$ cat config.mk
export PLATFORM = sky130hd
export DESIGN_NAME = ysyx_23060061_alu_arb
export DESIGN_NICKNAME = d
export VERILOG_FILES = /design/src/rtl/ysyx_23060061_alu_arb.sv
export SDC_FILE = /design/constraint.sdc
export NUM_CORES = 1
export LEC_CHECK = 0
export CAP_MARGIN = 30
export CORE_ASPECT_RATIO = 0.8
export CORE_MARGIN = 2
export CORE_UTILIZATION = 34
export CTS_CLUSTER_DIAMETER = 200
export CTS_CLUSTER_SIZE = 28
export DETAILED_ROUTE_END_ITERATION = 6
export PLACE_DENSITY = 0.78
export SLEW_MARGIN = 20
export SYNTH_ARGS = -nofsm -noshare
export SYNTH_HDL_FRONTEND = slang
export SYNTH_SLANG_ARGS = --single-unit
$ cat constraint.sdc
create_clock -name clk -period 2.85 [get_ports clk]
set_input_delay 0.285 -clock clk [delete_from_list [all_inputs] [get_ports clk]]
set_output_delay 0.285 -clock clk [all_outputs]
set_load 0.05 [all_outputs]
$ cat src/rtl/ysyx_23060061_alu_arb.sv
// ysyx_23060061_alu_arb: two-port round-robin arbiter and sequencer
// that shares the execute-stage combinational ALU.
//
// Ports:
//   clk, rst              clock, async active-high reset
//   reqN_valid/ready      request handshake (N = 0 EXU, 1 CSR/AGU)
//   reqN_a/b/op           operands and 4-bit op code
//   rspN_valid/ready      response handshake, owner port only
//   rspN_data/err         shared result register and illegal-op flag
//   alu_a/b/op, alu_out   connection to the shared ALU
//   busy                  high whenever not idle
module ysyx_23060061_alu_arb #(
    parameter int WIDTH = 32
) (
    input  logic             clk,
    input  logic             rst,
    input  logic             req0_valid,
    output logic             req0_ready,
    input  logic [WIDTH-1:0] req0_a,
    input  logic [WIDTH-1:0] req0_b,
    input  logic [3:0]       req0_op,
    input  logic             req1_valid,
    output logic             req1_ready,
    input  logic [WIDTH-1:0] req1_a,
    input  logic [WIDTH-1:0] req1_b,
    input  logic [3:0]       req1_op,
    output logic             rsp0_valid,
    input  logic             rsp0_ready,
    output logic [WIDTH-1:0] rsp0_data,
    output logic             rsp0_err,
    output logic             rsp1_valid,
    input  logic             rsp1_ready,
    output logic [WIDTH-1:0] rsp1_data,
    output logic             rsp1_err,
    output logic [WIDTH-1:0] alu_a,
    output logic [WIDTH-1:0] alu_b,
    output logic [3:0]       alu_op,
    input  logic [WIDTH-1:0] alu_out,
    output logic             busy
);

    localparam logic [1:0] IDLE = 2'd0;
    localparam logic [1:0] EXEC = 2'd1;
    localparam logic [1:0] RESP = 2'd2;

    localparam logic [3:0] OP_MAX = 4'b1100;

    logic [1:0]       state;
    logic [WIDTH-1:0] op_a;
    logic [WIDTH-1:0] op_b;
    logic [3:0]       op_code;
    logic [WIDTH-1:0] res;
    logic             err;
    logic             owner;
    logic             last_grant;

    logic             idle;
    logic             grant;
    logic             acc0;
    logic             acc1;
    logic             rsp_done;

    assign idle = (state == IDLE);

    // On a tie the port that did not win last time gets the grant.
    always_comb begin
        grant = 1'b0;
        if (req0_valid && req1_valid) begin
            grant = ~last_grant;
        end else if (req1_valid) begin
            grant = 1'b1;
        end
    end

    assign req0_ready = idle & req0_valid & ~grant;
    assign req1_ready = idle & req1_valid & grant;
    assign acc0       = req0_valid & req0_ready;
    assign acc1       = req1_valid & req1_ready;

    assign alu_a  = op_a;
    assign alu_b  = op_b;
    assign alu_op = op_code;

    assign rsp0_valid = (state == RESP) & ~owner;
    assign rsp1_valid = (state == RESP) & owner;
    assign rsp0_data  = res;
    assign rsp1_data  = res;
    assign rsp0_err   = err;
    assign rsp1_err   = err;

    // Only the owner's ready can retire the response.
    assign rsp_done = owner ? rsp1_ready : rsp0_ready;

    assign busy = ~idle;

    always_ff @(posedge clk or posedge rst) begin
        if (rst) begin
            state      <= IDLE;
            op_a       <= '0;
            op_b       <= '0;
            op_code    <= 4'b0000;
            res        <= '0;
            err        <= 1'b0;
            owner      <= 1'b0;
            last_grant <= 1'b1;
        end else begin
            case (state)
                IDLE: begin
                    if (acc0) begin
                        op_a       <= req0_a;
                        op_b       <= req0_b;
                        op_code    <= req0_op;
                        owner      <= 1'b0;
                        last_grant <= 1'b0;
                        state      <= EXEC;
                    end else if (acc1) begin
                        op_a       <= req1_a;
                        op_b       <= req1_b;
                        op_code    <= req1_op;
                        owner      <= 1'b1;
                        last_grant <= 1'b1;
                        state      <= EXEC;
                    end
                end
                EXEC: begin
                    if (op_code <= OP_MAX) begin
                        res <= alu_out;
                        err <= 1'b0;
                    end else begin
                        res <= '0;
                        err <= 1'b1;
                    end
                    state <= RESP;
                end
                RESP: begin
                    if (rsp_done) begin
                        state <= IDLE;
                    end
                end
                default: state <= IDLE;
            endcase
        end
    end

endmodule

# After elaboration in Yosys (flattened, before gate mapping)
# Index checks and enable logic that the tools add are counted.
[classes] order_cmp=1 n_eq_ne=4 mux=17 bitwise=12 n_reduce_logical=5
[ops] cell="32-bit two-way mux" count=5
[ops] cell="1-bit bitwise AND" count=8
[ops] cell="4-bit two-way mux" count=2
[ops] cell="1-bit two-way mux" count=6
[ops] cell="2-bit two-way mux" count=3
[ops] cell="2-bit case mux with 3 select lines" count=1
[ops] cell="4-bit less-or-equal comparator (second input constant)" count=1
[ops] cell="1-bit inverter" count=4
[ops] cell="2-bit AND reduction" count=2
[ops] cell="3-bit by 1-bit != test with 1-bit output (second input constant)" count=1
[ops] cell="2-bit by 1-bit == test with 1-bit output (second input constant)" count=1
[ops] cell="2-bit == test (second input constant)" count=1
[ops] cell="2-bit logical NOT" count=1
[ops] cell="2-bit != test (second input constant)" count=1
[ops] cell="2-bit nonzero test" count=1
[ops] cell="1-bit logical AND" count=1
[word_totals] ff_bits=105 inputBits=174 word_cells=47

# Longest topological paths before layout
# Gate-level depths: netlist of run 1.
[depth] word_depth=7 depth_mapped=7 depth_no_buf=4

# Worst setup path after synthesis of run 1
# No wires, ideal clock.
[synth_timing] path_kind="reg2reg" from="register state[0]" to="register op_b[0] (netlist: alu_b[0])" setup_ps=101 arrival_ps=1715 required_time_ps=2749 setup_slack_ps=1034 stages_incl_launch_ff=7 n_path_buf=2 synth_period_minus_slack_ps=1816 cell_sequence="dfrtp_1 nor2_2 inv_1 clkbuf_1 clkbuf_1 o21ai_0 o311ai_2"
[synth_via] elab_chain_cells=6 word_cells_on_any_way=10 classes_between="mux: 1; bitwise: 6; reduce/logical: 3"
[synth_rtl] element="start, declared" line="48" source="logic [1:0] state;"
[synth_rtl] element="start signal, assigned" line="98" source="state <= IDLE;"
[synth_rtl] element="start signal, assigned" line="115" source="state <= EXEC;"
[synth_rtl] element="start signal, assigned" line="122" source="state <= EXEC;"
[synth_rtl] element="2-bit logical NOT (*)" line="63, 107"
[synth_rtl] element="1-bit bitwise AND, on equally long branches (2 in series)" line="75, 76"
[synth_rtl] element="1-bit bitwise AND, on equally long branches" line="77, 78"
[synth_rtl] element="2-bit nonzero test (no line)"
[synth_rtl] element="2-bit AND reduction (no line)"
[synth_rtl] element="end signal, assigned" line="111" source="op_b <= req0_b;"
[synth_rtl] element="end signal, assigned" line="118" source="op_b <= req1_b;"
[synth_rtl] element="end, declared" line="50" source="logic [WIDTH-1:0] op_b;"
# Mark *: on every way between the ends. The rest lies on a longest branch, timed or not.
# A chain may end at the register's enable or synchronous reset.

# Worst setup path after layout of run 1
[layout_timing] from="register state[0]" to="output req1_ready"
[layout_via] elab_chain_cells=3
[layout_rtl] element="2-bit logical NOT" line="63" source="assign idle = (state == IDLE);"
[layout_rtl] element="1-bit bitwise AND (2 in series)" line="76" source="assign req1_ready = idle & req1_valid & grant;"
[layout_rtl] element="end, declared" line="23" source="output logic req1_ready,"
# Every way passes these cells.

==> results by stage, run 1 <==
Outcome:
- The flow ran to the end, and the final reports show no timing, DRC or antenna violations.

Floorplan:
- The overall die width is 141.2 µm.
- The floorplan step defined a die boundary enclosing 0.01605 mm².
- After floorplanning, the core was divided into 40 placement rows.
- The vertical die dimension is 113.7 µm.
- The starting density of the core is 34.43%.
- The core box area is 0.01486 mm².
- In this run the count of I/O pins placed on the die edge is 313.

Clock tree:
- After clock tree synthesis, the clock-pin slew on the worst setup and hold paths is 80 ps.
- The number of hold buffers added after CTS was 0.
- The buffer type at the clock tree root is clkbuf_16.
- In this run the post-CTS setup repair buffer count came out at 0.
- The later pin in the worst-skew pair is clocked with a latency of 340 ps.
- TritonCTS built the clock tree.
- The clock sink count is 105.
- The maximum root-to-sink buffer count is 2.
- The clock tree synthesis step divided the H-tree into 3 levels.
- The post-cts gate resize count is 0.
- Counting the buffers created by CTS gives 9.

Place:
- The count of buffers from port buffering is 312.
- Routability-driven placement finished with a final weighted congestion of 0.7706.
- Detailed placement finished with a half-perimeter wire length of 12.04 mm.
- The post-placement setup slack is 524.4 ps.

Routing:
- The via count is 5045.
- The number of iterations in the first detailed-routing pass is 4.
- The average via count per standard cell is 5.228.
- The routed length per instance is 18.10 µm.
- In this run the remaining antenna-violating nets after routing total 0.
- For this run, design rule violations remaining after detail routing come to 0.
- The number of design-rule violations left by the first detailed-router iteration is 274.
- The routed wire length is 17.46 mm.

Synthesis:
- Sequential cells were found to cover 51.37% of the synthesized design area.
- The main combinational cell family by area after synthesis is compound AO/OA/AOI/OAI gates.
- The xor/xnor cell area share of the yosys netlist is 0%.
- Measured against the total synthesized area, the mux share comes to 0.2200%.
- The number of standard cells after synthesis is 519.
- After synthesis, the cell types taking the most area are dfrtp_1 51%, o311ai_0 9.9%, o21ai_0 6.7%, nand3_1 6.7%, a22o_1 5.5%.
- The number of flip-flops and latches in the synthesized netlist is 105.
- After Yosys synthesis, full adders, half adders and majority gates account for 0% of the synthesized area.
- The distinct cell type count after synthesis is 26.
- The synthesized netlist net count is 693.
- The synthesized netlist devotes 25.82% of its cell area to compound gates.
- The mean instance size in the synthesized netlist is 9.860 µm².
- During synthesis, Yosys emitted a total of 0 warnings.
- The cell area that synthesis handed to floorplanning was 0.005117 mm².
- Summing the areas of all and, or, nand and nor instances in the mapped netlist gives 8.117% of the synthesized area.
- The synthesized design devotes to its leading area cell type 50.86% of total area.
- The most area-hungry cell type in the Yosys netlist is dfrtp_1.

Critical path:
- The endpoint identified for the worst register-to-register timing path is alu_b[19]$_DFFE_PP0P_.
- The critical-path maximum fanout is 4.
- The worst setup path is of the reg -> out kind.
- The required time at the endpoint of the critical path is 2570 ps.
- The worst register-to-register path begins at state[0]$_DFFE_PP0P_.
- Data on the critical path arrives at its endpoint at 2150 ps.
- For flop-to-flop paths, the worst setup slack is 1060 ps.
- The worst setup path is captured at a primary output.
- The category of the worst setup path launch point is a register.
- The number of cells on the worst reg-to-reg path is 4.

Timing:
- The number of max-slew violations in the final report was 0.
- The number of failing hold endpoints at the final stage was 0.
- For this run, the top clock speed supported by timing is 0.4104 GHz.
- Dividing the final minimum period by the clock period gives 85.50%.
- After layout, the minimum clock period comes to 2437 ps.
- After layout, the worst setup slack is 413.4 ps.
- The pin slew with the least headroom to its limit is 815.1 ps.
- Setup repair after global routing left no endpoint under its margin.
- Clock skew on the completed layout was measured at 9.762 ps.
- The final number of setup-violating endpoints is 0.
- The relative max-transition margin is 45.66%.
- Adding up every negative setup slack in the final design gives 0 ps.

Layout:
- Relative to the synthesized area, the layout overhead comes to 66.26%.
- The count of nets after finishing is 945.
- The share of post-route cells with drive strength above 1 is 6.572%.
- The count of inserted antenna diode cells is 0.

Global route:
- The first global-routing pass estimated 27.21 mm of wire.
- The overall routing resource usage is 21.50%.
- The via count of the first global-routing pass is 4999.
- The met1 layer usage reported by global route is 25.59%.
- In this run the most used layer during global routing was met2.
- The initial antenna violation count was 0.
- Entering global routing, the biggest net connects 106 pins.
- The met3 capacity usage during global routing is 7.221%.
- The final global-route overflow total is 0.
- For this run, global-route usage on met2 was measured as 37.31%.

Flow run:
- The max-cap violation count is 0.

Min path:
- The worst min-delay path category is in -> async.

Power:
- The total power density per cell area is 1376 mW/mm².
- The leakage component of the power is 3.482 nW.
- The total power consumption of the routed design is 11.71 mW.
- The peak supply drop is 582.2 µV.
==> cells in the mapped netlist <==
library cell,count
o311ai_0,58
nor2_1,4
o21ai_1,1
o311ai_1,1
nand3_1,68
buf_2,10
o311ai_2,9
nor3b_2,1
clkbuf_1,37
o22ai_1,1
buf_1,2
mux2_2,1
or2_2,1
dfstp_2,1
nand2_1,1
inv_1,73
dfrtp_1,104
a21oi_1,3
buf_4,33
nand2b_1,3
a22o_1,32
nor2_2,1
o21ai_0,69
and2_1,2
a31oi_1,1
buf_6,2
==> worst max path at each step <==
| stage | slack (ps) | startpoint | endpoint |
|---|---|---|---|
| floorplan | 1030 | state[0]$_DFFE_PP0P_ | alu_b[0]$_DFFE_PP0P_ |
| global placement | 550 | req1_valid | req1_ready |
| detailed placement | 520 | req1_valid | req1_ready |
| CTS | 360 | state[0]$_DFFE_PP0P_ | req1_ready |
| global route | 290 | state[0]$_DFFE_PP0P_ | req1_ready |
| finish | 410 | state[0]$_DFFE_PP0P_ | req1_ready |
==> flip-flops by register name, summed over array words and instances (netlist names) <==
name,cells
alu_b,32
rsp0_data,32
last_grant,1
owner,1
state,2
alu_op,4
alu_a,32
rsp0_err,1
==> per-stage QoR <==
stage	util (%)	hold WS (ps)	instances	area, µm²
CTS	57.24	470.5	965	8508
floorplan	-	417.7	519	5121
detailed placement	55.29	512.6	949	8219
global placement	55.29	504.1	949	8219
global route	57.24	512.8	965	8508
finish	57.24	418.7	965	8508
==> metal layers <==
layer  routed length [µm]  part of all wire (%)
met1                 7084                    41
met2                 8668                    50
met3                 1492                   8.5
met4                  216                   1.2
met5                    0                     0
==> critical path, stage by stage (launching register included) <==
cell and delay [ps]:
dfrtp_1 440, nor2_2 300, nand2_1 120, nor2_1 140, clkdlybuf4s50_1 820
==> power breakdown <==
| group | switching (mW) | leakage, nW | internal, mW | total (mW) |
|---|---|---|---|---|
| registers | 0.462 | 1.27 | 2.25 | 2.72 |
| clock network | 0.598 | 0.141 | 0.631 | 1.23 |
| logic | 5.17 | 2.07 | 2.59 | 7.76 |
==> cells in the final DEF, fill, tap and decap left out, types with 2 or more instances in the layout <==
| master | n |
|---|---|
| clkbuf_16 | 9 |
| o21ai_0 | 69 |
| nor2_1 | 3 |
| buf_4 | 8 |
| clkinvlp_4 | 2 |
| nand2b_1 | 2 |
| buf_12 | 6 |
| inv_6 | 2 |
| inv_1 | 71 |
| nand3_1 | 68 |
| dfrtp_1 | 104 |
| a22o_1 | 32 |
| clkdlybuf4s50_1 | 311 |
| o311ai_0 | 58 |
| a21oi_1 | 3 |
| o311ai_2 | 9 |
==> cell families after synthesis <==
logic type,after synthesis
compound gates,175
buf+inv,157
flops,105
mux,1
simple gates,81
==> final cells by class <==
type / count / area (µm²)
Tap cell: 189 / 236.5
Clock buffer: 10 / 239.0
Sequential cell: 105 / 2629
Fill cell: 1306 / 6356
Inverter: 73 / 277.8
Timing Repair Buffer: 325 / 3293
Multi-Input combinational cell: 257 / 1783
Clock inverter: 6 / 50.05
Power figures use the tool's default switching activity.
==> run 2: changes to the inputs <==
Settings changed: MAX_ROUTING_LAYER set to met4, PLACE_DENSITY 0.78 to unset, PLACE_DENSITY_LB_ADDON set to 0.05, SLEW_MARGIN 20 to unset.
==> run 2 against run 1 <==
Via count decreased by 0.83%. Clock skew decreased by 3.6 ps. Clock-buffer cell count decreased by 1. First-iteration DRC count increased by 2.6%.
==> results by stage, run 2 (synthesis results as in run 1) <==
Critical path:
- The category of the worst setup path launch point is a register (unchanged).
- The signal arrival time at the worst endpoint is 1940 ps (was 2150 ps).
- The worst-path cell with the longest stage delay is clkdlybuf4s50_1 (unchanged).
- The required time at the endpoint of the critical path is 2570 ps (about the same).
- The largest stage delay on the critical path is 840 ps (was 820 ps).
- The kind of capture point of the worst setup path is a primary output (unchanged).
- The category of the most critical setup path is reg -> out (unchanged).
- The critical-path maximum fanout was 4 (unchanged).
- Cell-by-cell listing of the critical path: nand2b_1 -> nor2_1 -> clkdlybuf4s50_1 (was nor2_2 -> nand2_1 -> nor2_1 -> clkdlybuf4s50_1).

Floorplan:
- The vertical die dimension is 113.7 µm (unchanged).
- The starting density of the core is 34.43% (unchanged).
- The row count came to 40 (unchanged).
- The overall die width is 141.2 µm (unchanged).
- The overall die area is 0.01605 mm² (unchanged).
- The number of top-level pins is 313 (unchanged).
- The core box area came to 0.01486 mm² (unchanged).

Min path:
- The worst min-delay path category is in -> async (unchanged).

Timing:
- The pin slew with the least headroom to its limit came to 789.1 ps (was 815.1 ps).
- The worst setup skew after layout is 6.205 ps (was 9.762 ps).
- The number of failing hold endpoints at the final stage is 0 (unchanged).
- The relative max-transition margin is 47.39% (was 45.66%).
- The portion of the clock cycle consumed by the worst path in the final layout came to 78.18% (was 85.50%).
- Unrepaired setup endpoints after global routing: no (unchanged).
- The maximum achievable frequency is 0.4488 GHz (was 0.4104 GHz).
- The number of max-slew violations in the final report is 0 (unchanged).
- The post-layout minimum cycle time came to 2228 ps (was 2437 ps).
- The worst hold slack came to 446.9 ps (was 418.7 ps).
- The total negative slack for setup checks came to 0 ps (unchanged).
- The final number of setup-violating endpoints is 0 (unchanged).

Layout:
- The filler cell count in the final layout is 1256 (was 1306).
- The share of post-route cells with drive strength above 1 is 6.821% (was 6.572%).
- Most frequent cells in the layout: 310 x clkdlybuf4s50_1, 104 x dfrtp_1, 71 x inv_1 (was 311 x clkdlybuf4s50_1, 104 x dfrtp_1, 71 x inv_1).
- The area growth from synthesis to layout is 65.60% (was 66.26%).
- The count of inserted antenna diode cells is 0 (unchanged).
- The count of nets after finishing is 946 (was 945).
- The most common cell after layout, fill and taps aside was clkdlybuf4s50_1 (unchanged).

Global route:
- The initial antenna violation count is 0 (unchanged).
- The maximum number of pins on one net before global-route repair is 106 (unchanged).
- The wire length of the first global-routing pass came to 27.79 mm (was 27.21 mm).
- The final global-route overflow total was 0 (unchanged).
- The overall routing resource usage is 22.75% (was 21.50%).
- The via count of the first global-routing pass is 5059 (was 4999).

Clock tree:
- The maximum root-to-sink buffer count came to 2 (unchanged).
- The insertion delay to the later sink of the worst-skew pair was 350 ps (was 340 ps).
- The clock sink count is 105 (unchanged).
- The post-cts gate resize count is 0 (unchanged).
- The clock transition at the registers of the reported paths is 80 ps (about the same).
- The number of clock buffers inserted by TritonCTS is 9 (unchanged).
- The post-CTS setup repair buffer count came to 0 (unchanged).
- The cts-stage hold buffer count is 0 (unchanged).
- The CTS tree is done (unchanged).
- The buffer type at the clock tree root is clkbuf_16 (unchanged).
- The total number of H-tree levels was 3 (unchanged).

Routing:
- The number of remaining DRC errors came to 0 (unchanged).
- The number of design-rule violations left by the first detailed-router iteration was 281 (was 274).
- The number of routed nets with antenna violations is 0 (unchanged).
- The routed wire length is 17.80 mm (was 17.46 mm).
- The number of iterations in the first detailed-routing pass is 5 (was 4).
- The via count is 5003 (was 5045).
- The average via count per standard cell is 5.179 (was 5.228).
- The routed length per instance is 18.42 µm (was 18.10 µm).

Place:
- The count of buffers from port buffering is 312 (unchanged).
- The weighted congestion at the end of routability-driven global placement came to 0.7942 (was 0.7706).
- The placed wire-length estimate after detailed placement came to 12.19 mm (was 12.04 mm).

Power:
- The peak supply drop is 751.6 µV (was 582.2 µV).
- The leakage component of the power came to 3.480 nW (was 3.482 nW).
- The total power density per cell area is 1380 mW/mm² (was 1376 mW/mm²).

Outcome:
- Outcome: finished clean (unchanged).

Flow run:
- The max-cap violation count is 0 (unchanged).
## run 2: cell types whose count changed in the layout (fill, tap and decap cells not counted), sizes merged
| cell | previous run | this run |
|---|---|---|
| clkinv | 2 | 3 |
| clkdlybuf4s50 | 311 | 310 |
| clkinvlp | 2 | 1 |
| bufinv | 0 | 1 |
| buf | 14 | 16 |
| clkbuf | 10 | 9 |
## run 2: where the power goes
part / internal (mW) / total, mW / switching [mW]
logic: 2.54 / 7.69 / 5.15
registers: 2.25 / 2.72 / 0.462
clock network: 0.690 / 1.29 / 0.597
total: 5.49 / 11.7 / 6.21
## run 2: critical path, delay by kind of cell (launching register included)
family / cells / cell delay, ps
flip-flops: 1 / 450
buffers and inverters: 1 / 840
AND/OR/NAND/NOR: 2 / 300
## run 2: path summary, 6_finish.rpt
| path | start | endpoint | slack, ps | depth (start not counted) |
|---|---|---|---|---|
| max | state[0]$_DFFE_PP0P_ | rsp1_valid | 620 | 3 |
| min | rst | alu_a[14]$_DFFE_PP0P_ | 450 | 3 |
| max reg2reg | state[0]$_DFFE_PP0P_ | alu_a[29]$_DFFE_PP0P_ | 990 | 4 |
| min reg2reg | alu_a[6]$_DFFE_PP0P_ | alu_a[6]$_DFFE_PP0P_ | 520 | 2 |
| max in group asynchronous | rst | rsp0_data[10]$_DFFE_PP0N_ | 1960 | 3 |
| min in group clk | alu_a[6]$_DFFE_PP0P_ | alu_a[6]$_DFFE_PP0P_ | 520 | 2 |
## run 2: layout make-up
type / count / area [µm²] / share of cell area [%]
inverters: 73 / 277.8 / 3.278
clock inverters: 7 / 75.07 / 0.8859
repair buffers: 326 / 3248 / 38.33
well taps: 189 / 236.5 / 2.790
clock buffers: 9 / 225.2 / 2.658
flip-flops and latches: 105 / 2629 / 31.02
multi-input cells: 257 / 1783 / 21.04
## run 2: routing by layer
layer / vias to the layer above / track usage [%] / wire length (µm)
li1: 2338 / - / -
met1: 2425 / 28.11 / 7417
met2: 214 / 35.79 / 8646
met3: 26 / 6.969 / 1304
met4: 0 / 7.667 / 429
met5: - / - / 0
## run 2: per-stage QoR
step / instances / total power [mW] / area [µm²] / worst slack [ps] / utilization (%)
floorplan: 519 / 7.984 / 5121 / 1034 / -
global placement: 950 / 10.41 / 8174 / 567.5 / 54.99
detailed placement: 950 / 10.49 / 8174 / 450.2 / 54.99
CTS: 966 / 11.81 / 8474 / 583.4 / 57.01
global route: 966 / 12.30 / 8474 / 505.4 / 57.01
finish: 966 / 11.70 / 8474 / 621.8 / 57.01
==> run 3: changes to the inputs <==
Clock period 2.85 ns to 2 ns, I/O delays scaled along.
==> run 3 against run 2 <==
Cell count rose by 0.52%. Via count rose by 0.12%. Wire length rose by 0.47%. Hold slack got worse by 190 ps. Design area rose by 1.5%. Global-route usage rose by 0.13 points. Total power rose by 44%. Clock skew rose by 2.2 ps. Utilization rose by 0.84 points. Largest power group unchanged.
==> results by stage, run 3 (synthesis results as in run 1) <==
Outcome:
- Outcome: finished clean (unchanged).

Global route:
- The wire length of the first global-routing pass came to 27.96 mm (was 27.79 mm).
- The overall routing resource usage is 22.88% (was 22.75%).
- The via count of the first global-routing pass is 5145 (was 5059).
- The initial antenna violation count came to 0 (unchanged).
- The maximum number of pins on one net before global-route repair came to 69 (was 106).
- The final global-route overflow total is 0 (unchanged).

Timing:
- The worst setup skew after layout came to 8.369 ps (was 6.205 ps).
- For this run, the top clock speed supported by timing is 0.5277 GHz.
- The total negative slack for setup checks came to 0 ps (unchanged).
- The post-layout minimum cycle time is 1895 ps.
- Dividing the final minimum period by the clock period gives 94.74%.
- The worst hold slack is 261.6 ps (was 446.9 ps).
- The number of max-slew violations in the final report is 0 (unchanged).
- Unrepaired setup endpoints after global routing: no (unchanged).
- The relative max-transition margin is 61.37% (was 47.39%).
- The final number of setup-violating endpoints is 0 (unchanged).
- The pin slew with the least headroom to its limit came to 578.2 ps (was 789.1 ps).
- The number of failing hold endpoints at the final stage was 0 (unchanged).

Clock tree:
- The CTS tree is done (unchanged).
- The insertion delay to the later sink of the worst-skew pair was 350 ps (about the same).
- The cts-stage hold buffer count came to 0 (unchanged).
- The total number of H-tree levels is 3 (unchanged).
- The clock sink count came to 105 (unchanged).
- The number of clock buffers inserted by TritonCTS is 9 (unchanged).
- The buffer type at the clock tree root is clkbuf_16 (unchanged).
- The maximum root-to-sink buffer count is 2 (unchanged).
- The post-cts gate resize count is 0 (unchanged).
- The clock transition at the registers of the reported paths is 70 ps (was 80 ps).
- The post-CTS setup repair buffer count is 0 (unchanged).

Layout:
- The most common cell after layout, fill and taps aside is clkdlybuf4s50_1 (unchanged).
- The count of inserted antenna diode cells came to 0 (unchanged).
- The area growth from synthesis to layout is 68.04% (was 65.60%).
- Most frequent cells in the layout: 307 x clkdlybuf4s50_1, 104 x dfrtp_1, 71 x inv_1 (was 310 x clkdlybuf4s50_1, 104 x dfrtp_1, 71 x inv_1).
- The count of nets after finishing is 951 (was 946).
- The number of standard cells in the final layout excluding fillers was 971 (was 966).
- The filler cell count in the final layout is 1260 (was 1256).
- The sequential standard cell area is 0.002629 mm² (unchanged).
- The area occupied by multi-input gates is 0.001783 mm² (unchanged).
- The share of post-route cells with drive strength above 1 is 7.801% (was 6.821%).

Flow run:
- The max-cap violation count was 0 (unchanged).

Critical path:
- The category of the most critical setup path is reg -> out (unchanged).
- The kind of capture point of the worst setup path is a primary output (unchanged).
- The number of cells on the worst reg-to-reg path is 5 (was 4).
- The reg-to-reg setup timing slack is 240 ps (was 990 ps).
- The capture point of the worst reg-to-reg path is alu_a[3]$_DFFE_PP0P_ (was alu_a[29]$_DFFE_PP0P_).
- The critical-path maximum fanout was 33 (was 4).
- The required time at the endpoint of the critical path is 1800 ps (was 2570 ps).
- The signal arrival time at the worst endpoint is 1690 ps (was 1940 ps).
- The startpoint of the worst register-to-register path was state[0]$_DFFE_PP0P_ (unchanged).
- The category of the worst setup path launch point is a register (unchanged).
- The first element of the critical path is state[0]$_DFFE_PP0P_ (unchanged).

Floorplan:
- The core box area is 0.01486 mm² (unchanged).
- The row count was 40 (unchanged).
- The starting density of the core is 34.43% (unchanged).
- The overall die width is 141.2 µm (unchanged).
- The number of top-level pins is 313 (unchanged).
- The vertical die dimension is 113.7 µm (unchanged).
- The overall die area is 0.01605 mm² (unchanged).

Place:
- The number of placed cells counting well taps is 955 (was 950).
- The placed wire-length estimate after detailed placement is 12.82 mm (was 12.19 mm).
- The weighted congestion at the end of routability-driven global placement is 0.8185 (was 0.7942).
- The count of buffers from port buffering came to 312 (unchanged).

Power:
- The total power density per cell area is 1955 mW/mm² (was 1380 mW/mm²).
- The peak supply drop was 1046 µV (was 751.6 µV).
- The leakage component of the power is 3.541 nW (was 3.480 nW).

Routing:
- The number of iterations in the first detailed-routing pass is 7 (was 5).
- The number of design-rule violations left by the first detailed-router iteration is 283 (was 281).
- The average via count per standard cell came to 5.159 (was 5.179).
- The routed wire length was 17.88 mm (was 17.80 mm).
- The routed length per instance came to 18.42 µm (about the same).
- The via count was 5009 (was 5003).
- The number of routed nets with antenna violations came to 0 (unchanged).
- The number of remaining DRC errors is 0 (unchanged).

Min path:
- The worst min-delay path category is in -> async (unchanged).
[run 3: cell type report]
class                      instances  area share [%]
inverter                          73           3.230
clock inverter                     7          0.8148
sequential                       105           30.57
clock buffer                       9           2.619
timing repair buffer             331           39.28
multi-input combinational        257           20.73
tap                              189           2.750
[run 3: metrics by stage]
step                      total power, mW  util, %  worst slack [ps]  area [µm²]
after detailed placement            15.14    55.87             15.12        8304
final                               16.82    57.85             105.1        8600
after CTS                           16.96    57.85             65.57        8600
after global placement              14.98    55.87             158.4        8304
after floorplan                     11.38        -             184.2        5121
after global routing                17.67    57.85             14.44        8600
[run 3: worst max-delay path: stages (launching register included)]
cell	delay (ps)
dfrtp_1	440
nor3b_4	280
and2_2	240
buf_12	220
buf_12	170
[run 3: metal layers]
metal	routed length, µm	vias to the layer above	share of wire (%)	GRT usage [%]
met5	0	-	0	-
met2	8831	209	49	36.99
met3	1331	22	7.4	6.381
met4	329	0	1.8	6.467
met1	7388	2426	41	28.36
li1	-	2352	-	-
[run 3: report_power, final]
part	leakage (nW)	internal, mW	total (mW)	switching (mW)
Clock	0.146	0.972	1.78	0.808
Sequential	1.27	3.22	3.89	0.676
Combinational	2.12	3.78	11.1	7.37
[run 3: how the worst max path moves through the flow]
stage	end	slack, ps	cells past startpoint
floorplan	alu_b[0]$_DFFE_PP0P_	180	6
global placement	alu_b[20]$_DFFE_PP0P_	160	5
detailed placement	alu_b[21]$_DFFE_PP0P_	20	5
CTS	req0_ready	70	4
global route	req0_ready	10	4
finish	req0_ready	110	4
